==> config.mk <==
export PLATFORM = sky130hd
export DESIGN_NAME = game_round_sequencer_flat
export DESIGN_NICKNAME = d
export VERILOG_FILES = /design/src/rtl/game_round_sequencer_pkg.sv /design/src/rtl/game_round_sequencer_if.sv /design/src/rtl/game_round_sequencer_box_double_buffer.sv /design/src/rtl/game_round_sequencer.sv /design/src/flat_wrapper.sv
export SDC_FILE = /design/constraint.sdc
export NUM_CORES = 1
export LEC_CHECK = 0
export ABC_AREA = 1
export CORE_ASPECT_RATIO = 0.9
export CORE_MARGIN = 2
export CORE_UTILIZATION = 50
export DETAILED_ROUTE_END_ITERATION = 7
export PLACE_DENSITY = 0.84
export SYNTH_ARGS = -nofsm -noshare
export SYNTH_HDL_FRONTEND = slang
export SYNTH_HIERARCHICAL = 1
export SYNTH_SLANG_ARGS = --single-unit
==> constraint.sdc <==
create_clock -name clk -period 2.1 [get_ports clk]
set_input_delay 0.42 -clock clk [delete_from_list [all_inputs] [get_ports clk]]
set_output_delay 0.42 -clock clk [all_outputs]
set_load 0.05 [all_outputs]
==> src/rtl/game_round_sequencer_pkg.sv <==
// Shared game-session types: state encoding seen by the game logic and default coordinate width.
package game_round_sequencer_pkg;

   localparam int COORD_W_DEF = 11;

   typedef enum logic [2:0] {
      ST_IDLE      = 3'd0,
      ST_COUNTDOWN = 3'd1,
      ST_PLAY      = 3'd2,
      ST_ROUND_END = 3'd3,
      ST_GAME_OVER = 3'd4
   } game_state_e;

endpackage

==> src/rtl/game_round_sequencer_if.sv <==
// Bundle between predictor/VGA timing (master side) and the round sequencer (slave side).
interface game_round_sequencer_if
   import game_round_sequencer_pkg::*;
#(
   parameter int COORD_W = 11,
   parameter int N_OBJ   = 2,
   parameter int CNT_W   = 16,
   parameter int RND_W   = 2
);
   logic                            start;
   logic                            frame_end;
   logic                            predict_valid;
   logic [N_OBJ-1:0][COORD_W-1:0]   pred_left;
   logic [N_OBJ-1:0][COORD_W-1:0]   pred_right;
   logic [N_OBJ-1:0][COORD_W-1:0]   pred_up;
   logic [N_OBJ-1:0][COORD_W-1:0]   pred_down;
   logic                            round_over;
   logic                            enter_game;
   logic                            game_start;
   logic [N_OBJ-1:0][COORD_W-1:0]   box_left;
   logic [N_OBJ-1:0][COORD_W-1:0]   box_right;
   logic [N_OBJ-1:0][COORD_W-1:0]   box_up;
   logic [N_OBJ-1:0][COORD_W-1:0]   box_down;
   logic                            box_valid;
   game_state_e                     state;
   logic [CNT_W-1:0]                frames_left;
   logic [RND_W-1:0]                round;

   modport master (
      output start, frame_end, predict_valid, pred_left, pred_right, pred_up, pred_down, round_over,
      input  enter_game, game_start, box_left, box_right, box_up, box_down, box_valid, state,
             frames_left, round
   );

   modport slave (
      input  start, frame_end, predict_valid, pred_left, pred_right, pred_up, pred_down, round_over,
      output enter_game, game_start, box_left, box_right, box_up, box_down, box_valid, state,
             frames_left, round
   );
endinterface

==> src/rtl/game_round_sequencer_box_double_buffer.sv <==
// Holds predictor boxes in a shadow register and commits them only at frame end; drops valid when stale.
module game_round_sequencer_box_double_buffer #(
   parameter int BOX_W        = 88,
   parameter int STALE_FRAMES = 8
) (
   input  logic             clk,
   input  logic             rst_n,
   input  logic             frame_end,
   input  logic             predict_valid,
   input  logic [BOX_W-1:0] pred,
   output logic [BOX_W-1:0] box,
   output logic             box_valid
);
   localparam int SW = (STALE_FRAMES < 1) ? 1 : $clog2(STALE_FRAMES + 1);
   localparam logic [SW-1:0] STALE_MAX = SW'(STALE_FRAMES);

   logic [BOX_W-1:0] shadow;
   logic             pending;
   logic [SW-1:0]    stale;
   logic [SW-1:0]    stale_inc;

   always_comb begin
      stale_inc = (stale == STALE_MAX) ? stale : stale + 1'b1;
   end

   always_ff @(posedge clk or negedge rst_n) begin
      if (!rst_n) begin
         shadow    <= '0;
         pending   <= 1'b0;
         stale     <= '0;
         box       <= '0;
         box_valid <= 1'b0;
      end else begin
         if (predict_valid) shadow <= pred;
         if (frame_end) begin
            // a prediction arriving with the frame end bypasses the shadow
            if (predict_valid || pending) begin
               box       <= predict_valid ? pred : shadow;
               pending   <= 1'b0;
               stale     <= '0;
               box_valid <= 1'b1;
            end else begin
               stale <= stale_inc;
               if (stale_inc == STALE_MAX) box_valid <= 1'b0;
            end
         end else if (predict_valid) begin
            pending <= 1'b1;
         end
      end
   end
endmodule

==> src/rtl/game_round_sequencer.sv <==
// Game session FSM (idle, countdown, rounds, game over) with frame counter and box double buffer.
module game_round_sequencer
   import game_round_sequencer_pkg::*;
#(
   parameter int COORD_W          = COORD_W_DEF,
   parameter int N_OBJ            = 2,
   parameter int COUNTDOWN_FRAMES = 180,
   parameter int ROUND_FRAMES     = 1800,
   parameter int RESULT_FRAMES    = 120,
   parameter int N_ROUNDS         = 3,
   parameter int STALE_FRAMES     = 8,
   parameter int CNT_W            = 16,
   parameter int RND_W            = $clog2(N_ROUNDS + 1)
) (
   input  logic                   clk,
   input  logic                   rst_n,
   game_round_sequencer_if.slave  bus
);
   // state        | meaning
   // ST_IDLE      | waiting for start, game screen off
   // ST_COUNTDOWN | pre-round countdown
   // ST_PLAY      | round in progress
   // ST_ROUND_END | showing round result
   // ST_GAME_OVER | all rounds done, waiting for restart
   localparam int BOX_W = 4 * N_OBJ * COORD_W;
   localparam logic [CNT_W-1:0] CD_LOAD  = CNT_W'(COUNTDOWN_FRAMES);
   localparam logic [CNT_W-1:0] RND_LOAD = CNT_W'(ROUND_FRAMES);
   localparam logic [CNT_W-1:0] RES_LOAD = CNT_W'(RESULT_FRAMES);
   localparam logic [RND_W-1:0] LAST_RND = RND_W'(N_ROUNDS - 1);

   game_state_e      state, state_nxt;
   logic [CNT_W-1:0] frames_left, frames_nxt;
   logic [RND_W-1:0] round, round_nxt;
   logic             start_nxt, enter_q, start_q;
   logic             last_frame;

   always_ff @(posedge clk or negedge rst_n) begin
      if (!rst_n) begin
         state       <= ST_IDLE;
         frames_left <= '0;
         round       <= '0;
         enter_q     <= 1'b0;
         start_q     <= 1'b0;
      end else begin
         state       <= state_nxt;
         frames_left <= frames_nxt;
         round       <= round_nxt;
         start_q     <= start_nxt;
         enter_q     <= (state_nxt == ST_COUNTDOWN) || (state_nxt == ST_PLAY) ||
                        (state_nxt == ST_ROUND_END);
      end
   end

   always_comb begin
      state_nxt  = state;
      frames_nxt = frames_left;
      round_nxt  = round;
      start_nxt  = 1'b0;
      last_frame = bus.frame_end && (frames_left == CNT_W'(1));
      case (state)
         ST_IDLE, ST_GAME_OVER: begin
            if (bus.start) begin
               state_nxt  = ST_COUNTDOWN;
               round_nxt  = '0;
               frames_nxt = CD_LOAD;
            end
         end
         ST_COUNTDOWN: begin
            if (last_frame) begin
               state_nxt  = ST_PLAY;
               frames_nxt = RND_LOAD;
               start_nxt  = 1'b1;
            end else if (bus.frame_end && frames_left != '0) begin
               frames_nxt = frames_left - 1'b1;
            end
         end
         ST_PLAY: begin
            if (bus.round_over || last_frame) begin
               state_nxt  = ST_ROUND_END;
               frames_nxt = RES_LOAD;
            end else if (bus.frame_end && frames_left != '0) begin
               frames_nxt = frames_left - 1'b1;
            end
         end
         ST_ROUND_END: begin
            if (last_frame) begin
               if (round == LAST_RND) begin
                  state_nxt  = ST_GAME_OVER;
                  frames_nxt = '0;
               end else begin
                  state_nxt  = ST_COUNTDOWN;
                  round_nxt  = round + 1'b1;
                  frames_nxt = CD_LOAD;
               end
            end else if (bus.frame_end && frames_left != '0) begin
               frames_nxt = frames_left - 1'b1;
            end
         end
         default: begin
            state_nxt  = ST_IDLE;
            frames_nxt = '0;
            round_nxt  = '0;
         end
      endcase
   end

   assign bus.state       = state;
   assign bus.frames_left = frames_left;
   assign bus.round       = round;
   assign bus.enter_game  = enter_q;
   assign bus.game_start  = start_q;

   logic [BOX_W-1:0] pred_all, box_all;
   assign pred_all = {bus.pred_left, bus.pred_right, bus.pred_up, bus.pred_down};
   assign {bus.box_left, bus.box_right, bus.box_up, bus.box_down} = box_all;

   game_round_sequencer_box_double_buffer #(
      .BOX_W        (BOX_W),
      .STALE_FRAMES (STALE_FRAMES)
   ) u_box (
      .clk           (clk),
      .rst_n         (rst_n),
      .frame_end     (bus.frame_end),
      .predict_valid (bus.predict_valid),
      .pred          (pred_all),
      .box           (box_all),
      .box_valid     (bus.box_valid)
   );
endmodule

==> src/flat_wrapper.sv <==
// flat-port wrapper written by rule: the top's interface ports become plain ports
module game_round_sequencer_flat import game_round_sequencer_pkg::*;
#(
   parameter int COORD_W          = COORD_W_DEF,
   parameter int N_OBJ            = 2,
   parameter int COUNTDOWN_FRAMES = 180,
   parameter int ROUND_FRAMES     = 1800,
   parameter int RESULT_FRAMES    = 120,
   parameter int N_ROUNDS         = 3,
   parameter int STALE_FRAMES     = 8,
   parameter int CNT_W            = 16,
   parameter int RND_W            = $clog2(N_ROUNDS + 1)
)
  (clk, rst_n, bus_start, bus_frame_end, bus_predict_valid, bus_pred_left, bus_pred_right, bus_pred_up, bus_pred_down, bus_round_over, bus_enter_game, bus_game_start, bus_box_left, bus_box_right, bus_box_up, bus_box_down, bus_box_valid, bus_state, bus_frames_left, bus_round);
  game_round_sequencer_if #(.COORD_W(COORD_W), .N_OBJ(N_OBJ), .CNT_W(CNT_W), .RND_W(RND_W)) bus_i ();
  input  logic clk;
  input  logic rst_n;
  input wire logic [$bits(bus_i.start)-1:0] bus_start;
  input wire logic [$bits(bus_i.frame_end)-1:0] bus_frame_end;
  input wire logic [$bits(bus_i.predict_valid)-1:0] bus_predict_valid;
  input wire logic [$bits(bus_i.pred_left)-1:0] bus_pred_left;
  input wire logic [$bits(bus_i.pred_right)-1:0] bus_pred_right;
  input wire logic [$bits(bus_i.pred_up)-1:0] bus_pred_up;
  input wire logic [$bits(bus_i.pred_down)-1:0] bus_pred_down;
  input wire logic [$bits(bus_i.round_over)-1:0] bus_round_over;
  output wire logic [$bits(bus_i.enter_game)-1:0] bus_enter_game;
  output wire logic [$bits(bus_i.game_start)-1:0] bus_game_start;
  output wire logic [$bits(bus_i.box_left)-1:0] bus_box_left;
  output wire logic [$bits(bus_i.box_right)-1:0] bus_box_right;
  output wire logic [$bits(bus_i.box_up)-1:0] bus_box_up;
  output wire logic [$bits(bus_i.box_down)-1:0] bus_box_down;
  output wire logic [$bits(bus_i.box_valid)-1:0] bus_box_valid;
  output wire logic [$bits(bus_i.state)-1:0] bus_state;
  output wire logic [$bits(bus_i.frames_left)-1:0] bus_frames_left;
  output wire logic [$bits(bus_i.round)-1:0] bus_round;
  assign bus_i.start = bus_start;
  assign bus_i.frame_end = bus_frame_end;
  assign bus_i.predict_valid = bus_predict_valid;
  assign bus_i.pred_left = bus_pred_left;
  assign bus_i.pred_right = bus_pred_right;
  assign bus_i.pred_up = bus_pred_up;
  assign bus_i.pred_down = bus_pred_down;
  assign bus_i.round_over = bus_round_over;
  assign bus_enter_game = bus_i.enter_game;
  assign bus_game_start = bus_i.game_start;
  assign bus_box_left = bus_i.box_left;
  assign bus_box_right = bus_i.box_right;
  assign bus_box_up = bus_i.box_up;
  assign bus_box_down = bus_i.box_down;
  assign bus_box_valid = bus_i.box_valid;
  assign bus_state = bus_i.state;
  assign bus_frames_left = bus_i.frames_left;
  assign bus_round = bus_i.round;
  game_round_sequencer #(.COORD_W(COORD_W), .N_OBJ(N_OBJ), .COUNTDOWN_FRAMES(COUNTDOWN_FRAMES), .ROUND_FRAMES(ROUND_FRAMES), .RESULT_FRAMES(RESULT_FRAMES), .N_ROUNDS(N_ROUNDS), .STALE_FRAMES(STALE_FRAMES), .CNT_W(CNT_W), .RND_W(RND_W)) u_core (.clk(clk), .rst_n(rst_n), .bus(bus_i));
endmodule
Yosys cells after proc, flatten, opt, wreduce, memory -nomap -nowiden
Index checks and enable logic that the tools add are counted.
{ "op_classes": {"n_bitwise": 1, "n_eq_ne": 15, "n_addsub": 3, "n_reduce_logical": 16, "muxes": 27} }
{ "ops": {"columns": ["cell", "count"], "rows": [
  ["$mux 88", 1],
  ["$mux 16", 5],
  ["$pmux 16 s4", 1],
  ["$eq 16x1->1 const B", 1],
  ["$reduce_bool 16->1", 1],
  ["$sub 16x1->16 const B", 1],
  ["$mux 3", 5],
  ["$eq 3x2->1 const B", 4],
  ["$pmux 3 s4", 1],
  ["$eq 4x4->1 const B", 2],
  ["$mux 4", 2],
  ["$mux 8", 1],
  ["$mux 1", 7],
  ["$eq 3x1->1 const B", 2],
  ["$mux 2", 3],
  ["$pmux 2 s3", 1],
  ["$reduce_and 2->1", 3],
  ["$add 4x1->4 const B", 1],
  ["$logic_or 1x1->1", 4],
  ["$ne 2x1->1 const B", 2],
  ["$ne 2x2->1 const B", 2],
  ["$reduce_and 4->1", 1],
  ["$reduce_bool 2->1", 2],
  ["$reduce_or 2->1", 2],
  ["other kinds (6)", 7]
]} }
{ "word_totals": {"wordCells": 72, "input_bits": 94, "out_inout_bits": 112, "regBits": 205} }

Longest topological paths before layout
Gate-level depths: netlist of the first run.
{ "depth": {"word_depth": 8, "ltp_mapped": 14, "ltp_nobuf": 14} }

Hierarchy
Netlist of the first run, hierarchy kept.
{ "by_module_without_submodules": {"columns": ["module", "n_inst", "cells_per_inst", "area_per_inst_um2", "seq_area_each_um2"], "rows": [
  ["game_round_sequencer_box_double_buffer", 1, 697, 6896.6, 4554.4],
  ["game_round_sequencer", 1, 240, 1725.4, 575.6]
]} }

Least setup slack after synthesis of the first run
No wires, ideal clock.
{ "synth_path": {"path_kind": "reg-to-reg", "start": "reg u_core.frames_left[0] (netlist: u_core/bus.frames_left[0])", "end": "reg u_core.frames_left[11] (netlist: u_core/bus.frames_left[11])", "setup_slack_ps": 142, "arrival_time_ps": 1840, "path_stages_with_launch": 11, "period_less_slack_ps": 1958, "required_time_ps": 1982, "path_buffers": 0, "setup_ps": 118, "cell_sequence": "dfrtp_1 -> inv_1 -> ha_1 -> nand2_2 -> nor2_4 -> nand2_4 -> nand4_2 -> nor2_2 -> nand3_1 -> nor2_1 -> nor2_2"} }
{ "synth_between": {"elab_chain_cells": 5, "word_cells_on_any_way": 11, "classes_between": "add/sub (1); eq/ne (1); mux (5); reduce/logical (4)"} }
{ "synth_rtl": {"columns": ["element", "line_no", "rtl"], "rows": [
  ["start: declaration", "game_round_sequencer.sv:32", "logic [CNT_W-1:0] frames_left, frames_nxt;"],
  ["start signal: assignment", "game_round_sequencer.sv:46", "frames_left <= frames_nxt;"],
  ["parallel branches: the longest is 4 deep, another holds $sub 16x1->16", null, null],
  ["$pmux 16 s4 (*)", "game_round_sequencer.sv:60", "case (state)"]
]} }
Every way passes the cells marked *.
A chain may end at the register's enable or synchronous reset.

Worst setup path after layout of the first run
{ "layout_path": {"start": "reg u_core.u_box.box[37]", "end": "out bus_box_up[15]"} }
{ "layout_lines": {"columns": ["element", "line_no", "rtl"], "rows": [
  ["start: declaration", "game_round_sequencer_box_double_buffer.sv:11", "output logic [BOX_W-1:0] box,"],
  ["start signal: assignment", "game_round_sequencer_box_double_buffer.sv:38", "box <= predict_valid ? pred : shadow;"],
  ["end: declaration", "flat_wrapper.sv:30", "output wire logic [$bits(bus_i.box_up)-1:0] bus_box_up;"]
]} }
No word-level cell between the ends.

==> results of run 1 <==
==> worst max-delay path by stage <==
stage	end	cells past startpoint	slack, ns
CTS	bus_box_up[1]	1	0.000004
finish	bus_box_up[15]	1	0.04
global placement	u_core/bus.frames_left[1]	6	0.02
detailed placement	u_core/bus.frames_left[1]	6	-0.003
floorplan	u_core/bus.frames_left[11]	10	0.14
global route	bus_box_left[4]	1	0.001
==> state kept, by name, summed over array words and instances, names as in the netlist, 2 cells and up <==
| signal | cells |
|---|---|
| u_core/u_box/box | 88 |
| u_core/bus.round | 2 |
| u_core/bus.frames_left | 16 |
| u_core/u_box/shadow | 88 |
| u_core/u_box/stale | 4 |
| u_core/bus.state | 3 |
==> stage by stage <==
step                  util  setup TNS, ns
floorplan                -              0
global placement    0.6435              0
detailed placement  0.6435      -0.003311
CTS                 0.6840              0
global route        0.6904              0
finish              0.6904              0
==> final cells by class <==
class,count,area (µm²)
inverter,45,176.4
tap,211,264.0
fill,1277,5230
clock buffer,31,665.6
timing repair buffer,224,2349
sequential,205,5130
multi-input combinational,646,3008
clock inverter,8,68.82
==> logic make-up (layout without fill, tap and decap cells) <==
| logic type | Yosys count | after routing | share of synthesized area |
|---|---|---|---|
| buf+inv | 86 | 308 | 0.05645 |
| fa+ha+maj | 5 | 5 | 0.007256 |
| compound gates | 115 | 115 | 0.08591 |
| flops | 205 | 205 | 0.5950 |
| simple gates | 518 | 518 | 0.2473 |
| xor+xnor | 8 | 8 | 0.008127 |
==> cells in the mapped netlist, drive strengths merged <==
master  number  area [µm²]
nand3b       1       7.510
inv         45       173.9
nand3       23       142.6
nor3         5       25.02
ha           5       62.56
clkbuf      14       52.55
nand2      356        1383
xor2         5       43.79
o21ai       14       73.82
o22ai        3       18.77
xnor2        3       26.28
a211oi       1       12.51
o21bai       1       18.77
a22oi        1       7.510
nand4        9       62.56
o211ai       2       15.01
a31oi       88       550.5
dfrtp      205        5130
a21oi        4       31.28
buf         27       260.2
nor2       124       511.7
o31ai        1       12.51
==> power by group through the flow <==
stage	registers, µW	clock network (µW)	logic (µW)
floorplan	6440	0	1590
global placement	5030	0	4500
detailed placement	5050	0	4580
CTS	4980	3910	4460
global route	5050	4080	4790
finish	4980	3820	4440
==> metal layers <==
metal  part of all wire  GRT usage  vias to the layer above  routed length (µm)
met4              0.016    0.04310                        0                 327
met2               0.46     0.3686                      276                9594
met5                  0          0                        -                   0
met1               0.44     0.3191                     3412                9231
li1                   -          -                     3462                   -
met3              0.082    0.05173                       27                1720
==> timing repair <==
item,in CTS,in global routing
endpoints found under the setup margin,48,44
buffers inserted,0,0
hold buffers,1,0
hold endpoints to repair,37,0
resized for setup,48,43
==> results.sh, run 1 <==
export IMPL_outcome="finished clean"
export IMPL_slew_viol_final=0
export IMPL_critPathBufInv=1
export IMPL_insertion_delay_ns=0.49
export IMPL_clock_sinks=205
export IMPL_drt_iter0_drc=405
export IMPL_crit_type="reg2out"
export IMPL_static_leakage_power_uw=0.005936
export IMPL_irDropWorstVdd_v=0.0009468
export IMPL_drive_above_1_share=0.08369
export IMPL_p_sw_uw=4986
export IMPL_mostFrequentLayoutCells="nand2_1 (347), dfrtp_1 (205), nor2_1 (114)"
export IMPL_r2r_end="u_core/bus.frames_left[11]"
export IMPL_crit_arrival_ns=1.64
export IMPL_slew_headroom=0.6306
export IMPL_p_clk_frac=0.289
export IMPL_dp_slack_ns=-0.003311
export IMPL_max_stage_delay_ns=0.80
export IMPL_start_kind="register"
export IMPL_cts_tree="done"
export IMPL_hp_class="in2reg"
export IMPL_slowest_stage="clkdlybuf4s50_1"
export IMPL_place_gp_congestion=0.9274
export IMPL_rsz0062_at_grt="no"
export IMPL_finalWorstSetupSlack_ns=0.04005
export IMPL_via_per_inst=5.239
export IMPL_die_h_um=128.6
export IMPL_rr_worst_depth=10
export IMPL_ys_types=39
export IMPL_design_area_um2=11660
export IMPL_grt_pass1_wl_um=33780
export IMPL_r2r_start="u_core/bus.frames_left[0]"
export IMPL_root_buffer="clkbuf_16"
export IMPL_p_sw_frac=0.3768
export IMPL_worstMarginPinSlew_ns=0.5532
export IMPL_finClkSkew_ns=0.007500
export IMPL_final_common_cell="nand2_1"
export IMPL_whs_ns=0.3316
export IMPL_cts_buffers=22
export IMPL_max_freq_mhz=485.4
export IMPL_crit_start="u_core/u_box/box[37]"
export IMPL_grt_total_usage=0.2266
export IMPL_gr_total_overflow=0
export IMPL_areaGrowthSynthToFinish_pct=35.25
export IMPL_nets=1243
export IMPL_pwr_density_cell_nw_per_um2=1135
export IMPL_path_clk_slew_ns=0.06
export IMPL_clockBufferDepth=3
export IMPL_syn_nets=1036
export IMPL_hp_start="bus_predict_valid"
export IMPL_vias=7177
export IMPL_initial_core_util=0.5104
export IMPL_hold_violations=0
export IMPL_p_int_uw=8246
export IMPL_cap_violations=0
export IMPL_placedCellCount=1330
export IMPL_path_delay_family="buffers and inverters"
export IMPL_remaining_drc_errors=0
export IMPL_io_buffers=205
export IMPL_seq_area_frac_synth=0.5950
export IMPL_p_seq_frac=0.376
export IMPL_netlist_area_um2=8622
export IMPL_firstDrtPassIters=7
export IMPL_num_rows=45
export IMPL_placedInstanceArea_um2=10870
export IMPL_dp_hpwl_um=14300
export IMPL_drt_wirelength_per_cell_um=15.24
export IMPL_postSynthCellCount=937
export IMPL_required_ns=1.68
export IMPL_endpoint_kind="output pin"
export IMPL_synth_seq_cells=205
export IMPL_crit_chain="clkdlybuf4s50_1"
export IMPL_final_cells=1370
export IMPL_htree_levels=1
export IMPL_antenna_cells=0
export IMPL_period_needed_ns=2.060
export IMPL_postSynthAreaPerCell_um2=9.202
export IMPL_dieArea_um2=18310
export IMPL_grt_pass1_vias=6922
export IMPL_p_total_uw=13230
export IMPL_r2r_slack_ns=0.27
export IMPL_combPwrFrac=0.335
export IMPL_pin_count=206
export IMPL_ant_nets=0
export IMPL_grt_antenna_before_repair=0
export IMPL_grt_max_degree=69
export IMPL_die_w_um=142.4
export IMPL_setup_viol=0
export IMPL_crit_fanout=2
export IMPL_period_share=0.9809
export IMPL_hold_depth=3
export IMPL_wl_um=20870
export IMPL_worstHoldEndpoint="u_core/u_box/box_valid"
export IMPL_core_um2=16890
export IMPL_yosys_warnings=6
Note: power is estimated with default switching activity, not from simulation.
==> run 2: changes to the inputs <==
- PLACE_DENSITY: 0.84 -> 0.85
- SYNTH_HIERARCHICAL: 1 -> default
- TNS_END_PERCENT: default -> 10
==> run 2 against run 1 <==
Against the previous run: die area fell by 1.2%; register-to-register slack worse by 0.02 ns; global-route usage is 1.1 points higher; wire length is 2.1% higher; critical path type unchanged; highest routed layer unchanged.
==> results.sh, run 2 <==
export IMPL_outcome="finished clean"
export IMPL_vias=7235
export IMPL_synth_ff_type="dfrtp_1"
export IMPL_mostFrequentLayoutCells="nand2_1 (356), dfrtp_1 (205), nor2_1 (118)"
export IMPL_drive_above_1_share=0.07325
export IMPL_dp_hpwl_um=14730
export IMPL_cap_violations=0
export IMPL_top_usage_layer="met2"
export IMPL_final_common_cell="nand2_1"
export IMPL_num_rows=45
export IMPL_p_sw_frac=0.3819
export IMPL_netlist_area_um2=8512
export IMPL_max_stage_delay_ns=0.81
export IMPL_grt_antenna_before_repair=0
export IMPL_crit_fanout=2
export IMPL_static_leakage_power_uw=0.005843
export IMPL_setup_tns_final_ns=0
export IMPL_root_buffer="clkbuf_16"
export IMPL_grt_pass1_wl_um=34830
export IMPL_synth_top_family_by_area="simple AND/OR/NAND/NOR gates"
export IMPL_required_ns=1.68
export IMPL_hp_class="in2reg"
export IMPL_use_met3=0.04520
export IMPL_ys_types=32
export IMPL_clockBufferDepth=3
export IMPL_pwr_density_cell_nw_per_um2=1148
export IMPL_core_um2=16780
export IMPL_grt_pass1_vias=7124
export IMPL_drt_iter0_drc=415
export IMPL_synth_edff_count=0
export IMPL_place_gp_congestion=0.9290
export IMPL_muxShareOfSynthArea=0
export IMPL_firstDrtPassIters=5
export IMPL_setup_viol=0
export IMPL_wl_um=21310
export IMPL_initial_core_util=0.5073
export IMPL_slew_headroom=0.5414
export IMPL_htree_levels=1
export IMPL_gr_total_overflow=0
export IMPL_crit_chain="clkdlybuf4s50_1"
export IMPL_crit_cells=1
export IMPL_synth_area_leaders="dfrtp_1 (60%), nand2_1 (16%), a31oi_1 (6.5%)"
export IMPL_areaGrowthSynthToFinish_pct=37.29
export IMPL_dieArea_um2=18090
export IMPL_synthArstFlopShare=1.000
export IMPL_r2r_slack_ns=0.25
export IMPL_crit_type="reg2out"
export IMPL_p_total_uw=13420
export IMPL_endpoint_kind="output pin"
export IMPL_insertion_delay_ns=0.49
export IMPL_cp_endpoint="bus_box_down[7]"
export IMPL_remaining_drc_errors=0
export IMPL_seq_area_frac_synth=0.6027
export IMPL_r2r_end="u_core.bus.frames_left[10]"
export IMPL_start_kind="register"
export IMPL_clock_sinks=205
export IMPL_irDropWorstVdd_v=0.0006162
export IMPL_io_buffers=205
export IMPL_cts_tree="done"
export IMPL_drt_wirelength_per_cell_um=15.39
export IMPL_critPathBufInv=1
export IMPL_yosys_area_share_xor_xnor=0.01543
export IMPL_p_int_uw=8294
export IMPL_slowest_stage="clkdlybuf4s50_1"
export IMPL_path_clk_slew_ns=0.06
export IMPL_synthAdderAreaFrac=0.007350
export IMPL_multiInputGateArea_um2=3015
export IMPL_hold_violations=0
export IMPL_synth_top_area_frac=0.6027
export IMPL_synth_seq_cells=205
export IMPL_postSynthAreaPerCell_um2=8.988
export IMPL_grt_util_met2=0.4001
export IMPL_slew_viol_final=0
export IMPL_p_clk_frac=0.282
export IMPL_path_delay_family="buffers and inverters"
export IMPL_rsz0062_at_grt="no"
export IMPL_synth_compound_area_frac=0.08379
export IMPL_grt_total_usage=0.2379
export IMPL_cts_buffers=22
export IMPL_rr_worst_depth=12
export IMPL_yosysMostFrequentCell="nand2_1"
export IMPL_synthTopCellsByCount="nand2_1 (356), dfrtp_1 (205), nor2_1 (119)"
export IMPL_period_needed_ns=2.069
export IMPL_nets=1260
export IMPL_grt_max_degree=65
export IMPL_combPwrFrac=0.343
export IMPL_crit_start="u_core.u_box.box[7]"
export IMPL_postSynthCellCount=947
export IMPL_max_freq_mhz=483.2
export IMPL_largestRegisters="u_core.u_box.box (88), u_core.u_box.shadow (88), u_core.bus.frames_left (16)"
export IMPL_antenna_cells=0
export IMPL_crit_arrival_ns=1.65
export IMPL_syn_nets=1046
export IMPL_p_sw_uw=5125
export IMPL_finClkSkew_ns=0.008473
export IMPL_synth_simple_gate_area_frac=0.2468
export IMPL_seqCellArea_um2=5130
export IMPL_hp_start="bus_predict_valid"
export IMPL_grt_use_met1=0.3172
export IMPL_r2r_start="u_core.bus.frames_left[1]"
export IMPL_yosys_warnings=0
export IMPL_period_share=0.9854
export IMPL_n_fill_cell=1291
export IMPL_die_h_um=127.8
export IMPL_die_w_um=141.5
export IMPL_p_seq_frac=0.375
export IMPL_worstMarginPinSlew_ns=0.6879
export IMPL_via_per_inst=5.224
export IMPL_yosysTopAreaCell="dfrtp_1"
export IMPL_ant_nets=0
export IMPL_pin_count=206
-- run 2: cell types whose count changed after synthesis, sizes merged, moves of 2 or more --
cell,delta
nand4,-3
xnor2,-2
clkbuf,+5
inv,-3
xor2,+9
or2,+2
nand3,-3
o22ai,+3
buf,-3
o211ai,-2
nand2,+9
nor3,-3
a21oi,+2
-- run 2: logic make-up after synthesis --
logic type | count (synthesis)
AND/OR/NAND/NOR | 520
flip-flops | 205
AO/OA/AOI/OAI | 117
buffers and inverters | 85
XOR/XNOR | 15
adder cells (fa/ha/maj) | 5
-- run 2: area by class of cell --
type	instances	share of cell area
sequential	205	0.4390
timing repair buffer	233	0.2058
inverter	42	0.01392
multi-input combinational	657	0.2580
clock buffer	30	0.05321
tap	211	0.02259
clock inverter	7	0.007495
-- run 2: how the worst min path moves through the flow --
stage	endpoint	slack, ns	cells after the start
2_1_floorplan	u_core.bus.enter_game	0.12	0
3_3_place_gp	u_core.u_box.shadow[13]	0.45	1
3_5_place_dp	u_core.u_box.box[10]	0.45	1
4_1_cts	u_core.u_box.pending	0.27	3
5_1_grt	u_core.u_box.pending	0.31	3
6_report	u_core.u_box.pending	0.28	3
-- run 2: stage by stage --
step                utilization  worst slack [ns]  std cells  area (µm²)  hold slack [ns]
detailed placement       0.6538           0.02322       1347       10970           0.4538
global placement         0.6538           0.06776       1347       10970           0.4460
floorplan                     -           0.07266        947        8512           0.1244
finish                   0.6965           0.03057       1385       11690           0.2794
CTS                      0.6922         0.0002187       1385       11610           0.2690
global route             0.6965         0.0007209       1385       11690           0.3135
-- run 2: repair_timing --
action	in CTS	in global routing
resized for setup	61	29
endpoints found under the hold margin	57	0
hold buffers	1	0
setup buffers	0	0
setup endpoints to repair	61	29
-- run 2: power by group through the flow --
| stage | clock, µW | sequential (µW) | combinational, µW |
|---|---|---|---|
| 5_1_grt | 4000 | 5110 | 4960 |
| 3_5_place_dp | 0 | 5100 | 4780 |
| 4_1_cts | 3860 | 5030 | 4630 |
| 3_3_place_gp | 0 | 5080 | 4690 |
| 6_report | 3780 | 5040 | 4600 |
| 2_1_floorplan | 0 | 6550 | 1590 |
-- run 2: metal layers --
layer  wire (µm)  part of all wire  up-vias
met4         572             0.027        0
met5           0                 0        -
met2       10350              0.49      268
li1            -                 -     3480
met1        9008              0.42     3444
met3        1387             0.065       43
==> run 3: changes to the inputs <==
- CORE_UTILIZATION: 50 -> 40
- DONT_BUFFER_PORTS: default -> 1
- PLACE_DENSITY: 0.85 -> 0.58
==> run 3 against run 2 <==
Against the previous run: the flow now finishes with violations (hold timing); die area up 24%; via count down 14%; sequential share of layout area up 9.2 points; hold slack worse by 0.67 ns; design area down 17%; largest cell class unchanged.
==> results.sh, run 3 (same netlist as run 2, synthesis figures left out) <==
export IMPL_mostFrequentLayoutCells="nand2_1 (356), dfrtp_1 (205), nor2_1 (118)"
export IMPL_grt_max_degree=206
export IMPL_p_clk_frac=0.299
export IMPL_final_core_util=0.4634
export IMPL_worstMarginPinSlew_ns=0.6074
export IMPL_drt_iter0_drc=495
export IMPL_static_leakage_power_uw=0.004692
export IMPL_hold_violations=205
export IMPL_firstDrtPassIters=4
export IMPL_period_needed_ns=1.816
export IMPL_p_seq_frac=0.466
export IMPL_die_h_um=142.4
export IMPL_largestRegisters="u_core.u_box.box (88), u_core.u_box.shadow (88), u_core.bus.frames_left (16)"
export IMPL_n_fill_cell=2048
export IMPL_cts_buffers=23
export IMPL_via_per_inst=4.921
export IMPL_gr_total_overflow=0
export IMPL_ant_nets=0
export IMPL_crit_fanout=7
export IMPL_dp_slack_ns=0.2956
export IMPL_combPwrFrac=0.235
export IMPL_wl_um=19500
export IMPL_drive_above_1_share=0.08607
export IMPL_whs_ns=-0.3950
export IMPL_period_share=0.8647
export IMPL_p_sw_uw=5005
export IMPL_root_buffer="clkbuf_16"
export IMPL_insertion_delay_ns=0.51
export IMPL_crit_type="reg2reg"
export IMPL_num_rows=50
export IMPL_max_freq_mhz=550.7
export IMPL_grt_antenna_before_repair=0
export IMPL_violations="hold timing"
export IMPL_clock_sinks=205
export IMPL_clockBufferDepth=3
export IMPL_crit_arrival_ns=2.21
export IMPL_remaining_drc_errors=0
export IMPL_rsz0062_at_grt="no"
export IMPL_nets=1060
export IMPL_hp_class="in2async"
export IMPL_start_kind="register"
export IMPL_core_um2=20830
export IMPL_dieArea_um2=22460
export IMPL_setup_tns_final_ns=0
export IMPL_setup_viol=0
export IMPL_slew_viol_final=0
export IMPL_p_int_uw=7685
export IMPL_htree_levels=1
export IMPL_grt_pass1_vias=5994
export IMPL_areaGrowthSynthToFinish_pct=13.41
export IMPL_endpoint_kind="register"
export IMPL_path_clk_slew_ns=0.06
export IMPL_post_cts_resized=0
export IMPL_initial_core_util=0.4086
export IMPL_place_gp_congestion=0.8504
export IMPL_outcome="complete, but fails checks"
export IMPL_p_sw_frac=0.3944
export IMPL_pin_count=206
export IMPL_io_buffers=0
export IMPL_grt_total_usage=0.1725
export IMPL_cap_violations=0
export IMPL_irDropWorstVdd_v=0.0006539
export IMPL_pwr_density_cell_nw_per_um2=1315
export IMPL_die_w_um=157.8
export IMPL_required_ns=2.49
export IMPL_final_common_cell="nand2_1"
export IMPL_finClkSkew_ns=0.005925
export IMPL_vias=6210
export IMPL_antenna_cells=0
export IMPL_slew_headroom=0.5951
export IMPL_drt_wirelength_per_cell_um=15.45
export IMPL_cts_tree="done"
export IMPL_grt_pass1_wl_um=31260
export IMPL_dp_hpwl_um=12370
export IMPL_finalWorstSetupSlack_ns=0.2842
-- run 3: changes by cell type in the layout (fill, tap and decap cells not counted), sizes merged --
cell,before,now
bufinv,2,1
clkbuf,31,33
clkdlybuf4s50,111,0
dlygate4sd2,61,0
dlygate4sd3,1,2
dlymetal6s2s,29,0
inv,42,43
-- run 3: power by group through the flow --
stage / Clock (µW) / Sequential (µW) / Combinational (µW)
after global routing: 4070 / 5990 / 3330
after CTS: 3890 / 5930 / 3010
final: 3800 / 5910 / 2980
after floorplan: 0 / 6550 / 1590
after global placement: 0 / 5990 / 2980
after detailed placement: 0 / 6000 / 2990
-- run 3: path summary, 6_finish.rpt --
path,startpoint,slack (ns),depth (start not counted),end
min,rst_n,-0.39,0,u_core.bus.frames_left[8]
max,u_core.bus.frames_left[1],0.28,13,u_core.bus.frames_left[8]
min in group clk,bus_frame_end,0.03,1,u_core.u_box.stale[0]
max reg2reg,u_core.bus.frames_left[1],0.28,13,u_core.bus.frames_left[8]
min reg2reg,u_core.u_box.shadow[38],0.46,2,u_core.u_box.shadow[38]
max in group asynchronous,rst_n,1.97,0,u_core.u_box.shadow[12]
-- run 3: stage by stage --
stage	hold WS (ns)	total power (µW)	area, µm²	std cells
after floorplan	0.1244	8142	8512	947
after global placement	0.1297	8966	8929	1220
after detailed placement	0.1295	8988	8929	1220
after CTS	-0.4131	12820	9643	1261
after global routing	-0.4290	13390	9653	1262
final	-0.3950	12690	9653	1262
-- run 3: layout make-up --
class | instances | area [µm²] | share of cell area
well taps | 286 | 357.8 | 0.03707
clock buffers | 33 | 623.1 | 0.06455
inverters | 42 | 162.7 | 0.01685
multi-input cells | 657 | 3015 | 0.3124
flip-flops and latches | 205 | 5130 | 0.5314
repair buffers | 32 | 282.8 | 0.02929
clock inverters | 7 | 81.33 | 0.008425
-- run 3: per-layer routing --
layer,share of wire,vias up,global-route usage
met3,0.097,27,0.06669
met1,0.43,2924,0.2265
met2,0.45,165,0.2684
li1,-,3094,-
met5,0,-,0
met4,0.023,0,0.04402
-- run 3: worst max-delay path, cell delays in order (launching register included) --
cell	delay [ns]
dfrtp_1	0.41
inv_1	0.11
ha_1	0.16
nand2_1	0.05
inv_1	0.04
nand2_1	0.05
nor2_2	0.21
nand2_4	0.13
nand3_2	0.10
nand2_2	0.08
inv_2	0.13
nand2_2	0.09
nand2_1	0.07
o21ai_1	0.06
-- run 3: timing repair --
item / in CTS / in global routing
hold buffers: 1 / 1
hold endpoints to repair: 208 / 206
buffers inserted: 0 / 0
